$ cat src/rtl/iob_split.sv
// IOb native demultiplexer: one master to N followers, selected by the address MSBs.
// Reads to one follower may be pipelined; switching followers waits for all reads to drain.
module iob_split #(
  parameter int unsigned ADDR_W   = 32,
  parameter int unsigned DATA_W   = 32,
  parameter int unsigned N        = 2,
  parameter int unsigned NB       = $clog2(N),
  parameter int unsigned MAX_PEND = 4
) (
  input  logic                  clk_i,
  input  logic                  cke_i,
  input  logic                  arst_i,
  input  logic                  m_avalid_i,
  input  logic [ADDR_W-1:0]     m_addr_i,
  input  logic [DATA_W-1:0]     m_wdata_i,
  input  logic [DATA_W/8-1:0]   m_wstrb_i,
  output logic [DATA_W-1:0]     m_rdata_o,
  output logic                  m_rvalid_o,
  output logic                  m_ready_o,
  output logic [N-1:0]          f_avalid_o,
  output logic [ADDR_W-1:0]     f_addr_o,
  output logic [DATA_W-1:0]     f_wdata_o,
  output logic [DATA_W/8-1:0]   f_wstrb_o,
  input  logic [N*DATA_W-1:0]   f_rdata_i,
  input  logic [N-1:0]          f_rvalid_i,
  input  logic [N-1:0]          f_ready_i
);

  localparam int unsigned CW = $clog2(MAX_PEND + 1);
  localparam int unsigned SW = NB + 1;

  logic [SW-1:0] sel;
  logic          mapped;
  logic          is_read;
  logic          stall;
  logic          ready_sel;
  logic          accept;
  logic          rd_accept;

  logic [SW-1:0] pend_sel_q, pend_sel_d;
  logic [CW-1:0] pend_cnt_q, pend_cnt_d;
  logic          err_rvalid_q, err_rvalid_d;

  assign sel     = {1'b0, m_addr_i[ADDR_W-1 -: NB]};
  assign mapped  = (sel < SW'(N));
  assign is_read = (m_wstrb_i == '0);

  assign stall = (pend_cnt_q != '0) &&
                 ((sel != pend_sel_q) || (pend_cnt_q == CW'(MAX_PEND)));

  assign f_addr_o  = m_addr_i;
  assign f_wdata_o = m_wdata_i;
  assign f_wstrb_o = m_wstrb_i;

  // Unmapped selects fall through to the always-ready error responder.
  always_comb begin
    ready_sel = 1'b1;
    for (int k = 0; k < int'(N); k++) begin
      if (sel == SW'(k)) ready_sel = f_ready_i[k];
    end
  end

  always_comb begin
    f_avalid_o = '0;
    for (int k = 0; k < int'(N); k++) begin
      f_avalid_o[k] = m_avalid_i && !stall && (sel == SW'(k));
    end
  end

  assign m_ready_o = stall ? 1'b0 : (mapped ? ready_sel : 1'b1);
  assign accept    = m_avalid_i && m_ready_o;
  assign rd_accept = accept && is_read;

  always_comb begin
    m_rvalid_o = 1'b0;
    m_rdata_o  = '0;
    if (pend_sel_q == SW'(N)) begin
      m_rvalid_o = err_rvalid_q;
    end else begin
      for (int k = 0; k < int'(N); k++) begin
        if (pend_sel_q == SW'(k)) begin
          m_rvalid_o = (pend_cnt_q != '0) && f_rvalid_i[k];
          m_rdata_o  = f_rdata_i[k*DATA_W +: DATA_W];
        end
      end
    end
  end

  always_comb begin
    pend_sel_d   = pend_sel_q;
    pend_cnt_d   = pend_cnt_q;
    err_rvalid_d = rd_accept && !mapped;
    if (rd_accept) pend_sel_d = sel;
    if (rd_accept && !m_rvalid_o) begin
      pend_cnt_d = pend_cnt_q + CW'(1);
    end else if (m_rvalid_o && !rd_accept) begin
      pend_cnt_d = pend_cnt_q - CW'(1);
    end
  end

  always_ff @(posedge clk_i or posedge arst_i) begin
    if (arst_i) begin
      pend_sel_q   <= '0;
      pend_cnt_q   <= '0;
      err_rvalid_q <= 1'b0;
    end else if (cke_i) begin
      pend_sel_q   <= pend_sel_d;
      pend_cnt_q   <= pend_cnt_d;
      err_rvalid_q <= err_rvalid_d;
    end
  end

endmodule

$ cat config.mk
export PLATFORM = sky130hd
export DESIGN_NAME = iob_split
export DESIGN_NICKNAME = d
export VERILOG_FILES = /design/src/rtl/iob_split.sv
export SDC_FILE = /design/constraint.sdc
export NUM_CORES = 1
export LEC_CHECK = 0
export BUFFER_PORTS_ARGS = -buffer_cell sky130_fd_sc_hd__buf_2
export CAP_MARGIN = 30
export CORE_AREA = 2 2 94 96
export DETAILED_ROUTE_END_ITERATION = 6
export DIE_AREA = 0 0 96 98
export GPL_ROUTABILITY_DRIVEN = 0
export GPL_TIMING_DRIVEN = 0
export PLACE_DENSITY_LB_ADDON = 0.25
export SETUP_SLACK_MARGIN = 0.5
export SLEW_MARGIN = 40
export SYNTH_ARGS = -nofsm -noshare
export SYNTH_HDL_FRONTEND = slang
export SYNTH_SLANG_ARGS = --single-unit
$ cat constraint.sdc
create_clock -name clk_i -period 4.85 [get_ports clk_i]
set_clock_uncertainty 0.15 [all_clocks]
set_input_delay 0.97 -clock clk_i [delete_from_list [all_inputs] [get_ports clk_i]]
set_output_delay 0.97 -clock clk_i [all_outputs]
set_load 0.01 [all_outputs]
==> results.toml, run 1 <==
[sta]
post-route-period-util = 0.583
hold_violations = 0
achievable-frequency_mhz = 354
worst_pin_slew_ns = 0.279
timing.hold.ws_ns = 0.396
fin_tns_setup_ns = 0
setup_violations = 0
slew_violations = 0
relSlewSlack = 0.813
rsz0062_at_grt = "false"
finalWorstSetupSlack_ns = 2.02
final.min_clock_period_ns = 2.83

[worst_setup_path]
cp_arrival_ns = 2.77
r2r_setup_slack_ns = 2.50
critPathLaunch = "m_wstrb_i[1]"
worst_setup_path_end_kind = "flop"
timing.critical_path.fanout_max = 3
regToRegStartpoint = "pend_cnt_q[0]"
r2r_end = "pend_cnt_q[2]"
cp_data_required_time_ns = 4.79
timing.reg2reg.worst_path_depth = 9
timing.critical_path.from_type = "input port"
timing_worst_setup_path_type = "input port to flop"

[cts]
ctsResizeCount = 0
clock_pin_slew_reported_for_the_worst_setup_and_hold_paths_after_clock_tree_synthesis_ns = 0.03
cts_max_path_buffers = 2
cts.root.buffer_cell = "sky130_fd_sc_hd__clkbuf_8"
clock_latency_ns = 0.21
cts_inserted_buffers = 3
cts_sinks = 4
cts_tree = "yes"
cts_hold_repair.buffers = 0
cts.repair_timing.setup_buffer_count = 0
h-tree-depth = 1

[floorplanning]
starting_density_of_the_core = 0.149
fp.dieH_um = 98
die_width_um = 96
core.rowCount = 34
pin_count = 244
dieArea_um2 = 9410
coreArea_um2 = 8470

[cells_and_area]
fin_nets = 468
syn2layout_area_growth_pct = 85.5
fraction_of_layout_instances_using_a_drive_strength_above_1 = 0.861
fillerInstances = 945
finalNonFillerCells = 432
highest_count_cells_in_the_layout_ignoring_fill_and_taps = "sky130_fd_sc_hd__buf_2, sky130_fd_sc_hd__buf_4, sky130_fd_sc_hd__mux2_2, sky130_fd_sc_hd__mux2_1, sky130_fd_sc_hd__inv_1"
finish.instance_area_um2 = 2340
final_core_util = 0.276
final_common_cell = "sky130_fd_sc_hd__buf_2"
insertedDiodeCount = 0

[placement]
dp_hpwl_mm = 3.89
post-place-ws_ns = 1.77
cell_count_after_placement = 429
dpl_cell_area_um2 = 2300
placement.io_buffers = 180

[synthesis]
synth-async-reset-ratio = 1.00
ys_top_cells_by_area = "sky130_fd_sc_hd__buf_4, sky130_fd_sc_hd__mux2_2, sky130_fd_sc_hd__mux2_1"
synth-warning-count = 0
synth_top_cell_area_share = 0.411
synth_area_per_cell_um2 = 8.94
share_of_the_yosys_chip_area_belonging_to_registers = 0.0794
ys_ff_latch = 4
synthesized_net_count = 283
synthDistinctLibCells = 25
synth-main-ff-cell = "sky130_fd_sc_hd__dfrtp_1"
syn_inst = 141
post_synth_instance_area_um2 = 1260
yosys.area.top_type = "sky130_fd_sc_hd__buf_4"
synth_edf_count = 0

[status]
outcome = "completed"

[power_and_ir_drop]
cellPowerDensity_nw_per_um2 = 155
power_leakage_nw = 1.33
p_total_mw = 0.363
vdd_drop_max_mv = 0.135

[route]
vias = 1563
initialDrtViolationCount = 11
route.detailed.vias_per_inst = 3.62
detail_route.drc_violations = 0
wl_per_cell_um = 9.68
final_antenna_net_count = 0
drt_pre_antenna_iters = 4
drt-total-wl_mm = 4.18

[global_route]
global_route_wire_length_before_repair_mm = 5.58
vias_in_the_first_global_route = 1329
grt_antenna_before_repair = 0
grt_max_degree = 11
globalRouteOverflowTotal = 0
track_usage = 0.0715

[worst_hold_path]
hold_class = "flop to flop"
worst_hold_startpoint = "pend_cnt_q[2]"
hold-path-endpoint = "pend_cnt_q[2]"
min_path_cells = 1

[flow_run]
cap_viol_max_count = 0
[power by group]
group	internal (mW)	total (mW)	switching (mW)
Combinational	0.131	0.224	0.0934
Sequential	0.0469	0.0700	0.0230
Clock	0.0528	0.0686	0.0158
Total	0.231	0.363	0.132
[worst max-delay path, cell delays in order]
cell and delay, ns:
sky130_fd_sc_hd__buf_2 0.12, sky130_fd_sc_hd__nor4_4 0.33, sky130_fd_sc_hd__nand2_1 0.09, sky130_fd_sc_hd__nor3_1 0.25, sky130_fd_sc_hd__ha_1 0.23, sky130_fd_sc_hd__inv_1 0.06, sky130_fd_sc_hd__fa_1 0.37, sky130_fd_sc_hd__xnor2_1 0.15
sky130_fd_sc_hd__nand2_1 0.08, sky130_fd_sc_hd__xnor2_1 0.13
[routing by layer]
metal	share of wire	GRT usage	wire (µm)	vias to the layer above
met5	0	0	0	-
met4	0	0.00989	0	0
met3	0.13	0.0108	553	0
met2	0.54	0.148	2270	113
met1	0.33	0.0736	1360	679
li1	-	-	-	771
[flip-flops by register name, summed over array words and instances, names as in the netlist]
name        cells
pend_cnt_q      3
pend_sel_q      1
[synth_stat cells (all sizes together), types with 2 or more instances]
cell type  instances
mux2              33
or2                2
xnor2              3
mux2i              2
nor3               2
nor2               3
nand2              2
inv                5
o21ai              2
dfrtp              4
buf               72
[area by class of cell]
cell class              count  area, µm²  share of cell area
multi-input cells          60        589               0.252
flip-flops and latches      4        100              0.0428
plain buffers              72        552               0.236
clock buffers               3       41.3              0.0177
well taps                 108        135              0.0578
repair buffers            180        901               0.385
inverters                   5       18.8             0.00803
[worst max path at each step]
stage	to	slack, ns	cells past startpoint
floorplan	pend_cnt_q[2]	2.13	9
global placement	pend_cnt_q[2]	1.79	10
detailed placement	pend_cnt_q[2]	1.77	10
CTS	pend_cnt_q[2]	1.98	10
global route	pend_cnt_q[2]	1.87	10
finish	pend_cnt_q[2]	2.02	10
[cells by family (layout without fill, tap and decap cells)]
group,after synthesis,in the layout,synth area share
flip-flops,4,4,0.0794
buffers and inverters,77,260,0.453
adder cells (fa/ha/maj),2,2,0.0258
AO/OA/AOI/OAI,6,6,0.0318
AND/OR/NAND/NOR,13,13,0.0715
XOR/XNOR,4,4,0.0278
multiplexers,35,35,0.311
Note: power is estimated with default switching activity, not from simulation.
==> inputs of run 2 (changes only) <==
--- a/config.mk
+++ b/config.mk
@@ -7,9 +7,9 @@
 export LEC_CHECK = 0
 export BUFFER_PORTS_ARGS = -buffer_cell sky130_fd_sc_hd__buf_2
 export CAP_MARGIN = 30
-export CORE_AREA = 2 2 94 96
+export CORE_AREA = 2 2 95 97
 export DETAILED_ROUTE_END_ITERATION = 6
-export DIE_AREA = 0 0 96 98
+export DIE_AREA = 0 0 97 99
 export GPL_ROUTABILITY_DRIVEN = 0
 export GPL_TIMING_DRIVEN = 0
 export PLACE_DENSITY_LB_ADDON = 0.25
==> constraint.sdc (replaced) <==
create_clock -name clk_i -period 2.6 [get_ports clk_i]
set_clock_uncertainty 0.15 [all_clocks]
set_input_delay 0.52 -clock clk_i [delete_from_list [all_inputs] [get_ports clk_i]]
set_output_delay 0.52 -clock clk_i [all_outputs]
set_load 0.01 [all_outputs]
==> results.toml, run 2 (synthesized netlist as in run 1, its figures left out) <==
[sta]
timing.hold.ws_ns = 0.0363
slew_violations = 0
achievable-frequency_mhz = 455
setup_violations = 0
final.min_clock_period_ns = 2.20
hold_violations = 0
rsz0062_at_grt = "true"
fin_tns_setup_ns = 0
worst_pin_slew_ns = 0.308
post-route-period-util = 0.846
relSlewSlack = 0.794

[global_route]
use_met2 = 0.163
track_usage = 0.0792
globalRouteOverflowTotal = 0
most_used_layer_global_route = "met2"
grt_antenna_before_repair = 0
global_route_wire_length_before_repair_mm = 6.56
grt_max_degree = 11
met3_global_route_usage = 0.0262
met1_track_demand_over_resource = 0.0803
vias_in_the_first_global_route = 1458

[route]
route.detailed.vias_per_inst = 3.65
initialDrtViolationCount = 5
drt_pre_antenna_iters = 4
wl_per_cell_um = 10.6
vias = 1612
final_antenna_net_count = 0
drt-total-wl_mm = 4.70
detail_route.drc_violations = 0

[power_and_ir_drop]
power.sequential.fraction = 0.182
total_switching_power_mw = 0.275
power.clock.fraction = 0.169
cell_internal_pwr_mw = 0.495
cellPowerDensity_nw_per_um2 = 279
power_leakage_nw = 1.52
comb_power_share = 0.649
net_switching_fraction_of_the_power = 0.357
vdd_drop_max_mv = 0.254

[placement]
dpl_cell_area_um2 = 2310
placement.io_buffers = 180
dp_hpwl_mm = 3.82

[cells_and_area]
finish.instance_area_um2 = 2760
largest_register_ff_count = 3
insertedDiodeCount = 0
fraction_of_layout_instances_using_a_drive_strength_above_1 = 0.916
register_area_um2 = 103
fillerInstances = 897
multiInputGateArea_um2 = 699
highest_count_cells_in_the_layout_ignoring_fill_and_taps = "sky130_fd_sc_hd__buf_2, sky130_fd_sc_hd__buf_4, sky130_fd_sc_hd__buf_6, sky130_fd_sc_hd__mux2_4, sky130_fd_sc_hd__mux2_2"
fin_nets = 478
final_common_cell = "sky130_fd_sc_hd__buf_2"
largest_register = "pend_cnt_q"
reg_top3 = "pend_cnt_q: 3 flops, pend_sel_q: 1 flops"
syn2layout_area_growth_pct = 119

[cts]
cts_tree = "yes"
cts_sinks = 4
h-tree-depth = 1
cts_hold_repair.buffers = 0
clock_latency_ns = 0.22
cts_inserted_buffers = 3
cts_max_path_buffers = 2
clock_pin_slew_reported_for_the_worst_setup_and_hold_paths_after_clock_tree_synthesis_ns = 0.03
cts.root.buffer_cell = "sky130_fd_sc_hd__clkbuf_8"

[floorplanning]
coreArea_um2 = 8550
fp.dieH_um = 99
pin_count = 244
core.rowCount = 34
dieArea_um2 = 9600
starting_density_of_the_core = 0.147
die_width_um = 97

[worst_setup_path]
r2r_setup_slack_ns = 0.40
timing.reg2reg.worst_path_depth = 8
timing.critical_path.from_type = "flop"
timing.critical_path.fanout_max = 5
worst_setup_path_end_kind = "flop"
cp_arrival_ns = 2.14
timing_worst_setup_path_type = "flop to flop"
r2r_end = "pend_cnt_q[1]"
regToRegStartpoint = "pend_sel_q[0]"
cp_data_required_time_ns = 2.54

[status]
outcome = "completed"

[flow_run]
cap_viol_max_count = 0

[worst_hold_path]
hold_class = "input port to asynchronous set/reset pin"
run 2: cell count changes in the layout (fill, tap and decap cells not counted), sizes merged:
cell,before,now
clkbuf,3,6
buf,252,259
run 2: layout make-up:
class | instances | area share
repair buffers | 190 | 0.429
multi-input cells | 60 | 0.253
inverters | 5 | 0.00679
well taps | 108 | 0.0489
plain buffers | 72 | 0.210
flip-flops and latches | 4 | 0.0371
clock buffers | 3 | 0.0149
run 2: power by group through the flow:
| stage | logic [mW] | registers [mW] | clock network [mW] |
|---|---|---|---|
| finish | 0.500 | 0.140 | 0.131 |
| global route | 0.545 | 0.146 | 0.139 |
| CTS | 0.441 | 0.137 | 0.133 |
| detailed placement | 0.426 | 0.134 | 0 |
| global placement | 0.422 | 0.136 | 0 |
| floorplan | 0.255 | 0.125 | 0 |
run 2: repair_timing:
| item | CTS | global route |
|---|---|---|
| endpoints found under the setup margin | 4 | 24 |
| setup buffers | 2 | 5 |
| pin swaps | 7 | 5 |
| cloned | 0 | 3 |
| resized for setup | 7 | 53 |
run 2: per-layer routing:
| metal | wire length, µm | vias up | part of all wire |
|---|---|---|---|
| met1 | 1550 | 706 | 0.33 |
| met2 | 2620 | 116 | 0.56 |
| met3 | 529 | 0 | 0.11 |
| li1 | - | 790 | - |
| met5 | 0 | - | 0 |
| met4 | 0 | 0 | 0 |
run 2: worst max-delay path by stage:
stage | from | endpoint | slack [ns] | cells past startpoint
after floorplan | m_wstrb_i[2] | pend_cnt_q[2] | 0.42 | 9
after global placement | m_wstrb_i[2] | pend_cnt_q[2] | 0.12 | 10
after detailed placement | m_wstrb_i[2] | pend_cnt_q[2] | 0.1 | 10
after CTS | m_wstrb_i[1] | pend_cnt_q[1] | 0.34 | 8
after global routing | m_wstrb_i[0] | pend_cnt_q[2] | 0.26 | 10
final | pend_sel_q[0] | pend_cnt_q[1] | 0.40 | 8
run 2: metrics by stage:
stage | instances | power [mW] | worst slack, ns | utilization
floorplan | 141 | 0.380 | 0.419 | -
global placement | 429 | 0.557 | 0.117 | 0.270
detailed placement | 429 | 0.560 | 0.0966 | 0.270
CTS | 434 | 0.711 | 0.335 | 0.279
global route | 442 | 0.830 | 0.262 | 0.323
finish | 442 | 0.770 | 0.400 | 0.323
run 2: worst max-delay path, stage by stage, from the launching register on:
cell,delay [ns]
sky130_fd_sc_hd__dfrtp_1,0.38
sky130_fd_sc_hd__buf_12,0.15
sky130_fd_sc_hd__buf_4,0.13
sky130_fd_sc_hd__mux2i_1,0.10
sky130_fd_sc_hd__or2_1,0.23
sky130_fd_sc_hd__ha_2,0.19
sky130_fd_sc_hd__inv_2,0.06
sky130_fd_sc_hd__fa_2,0.43
sky130_fd_sc_hd__mux2_4,0.26
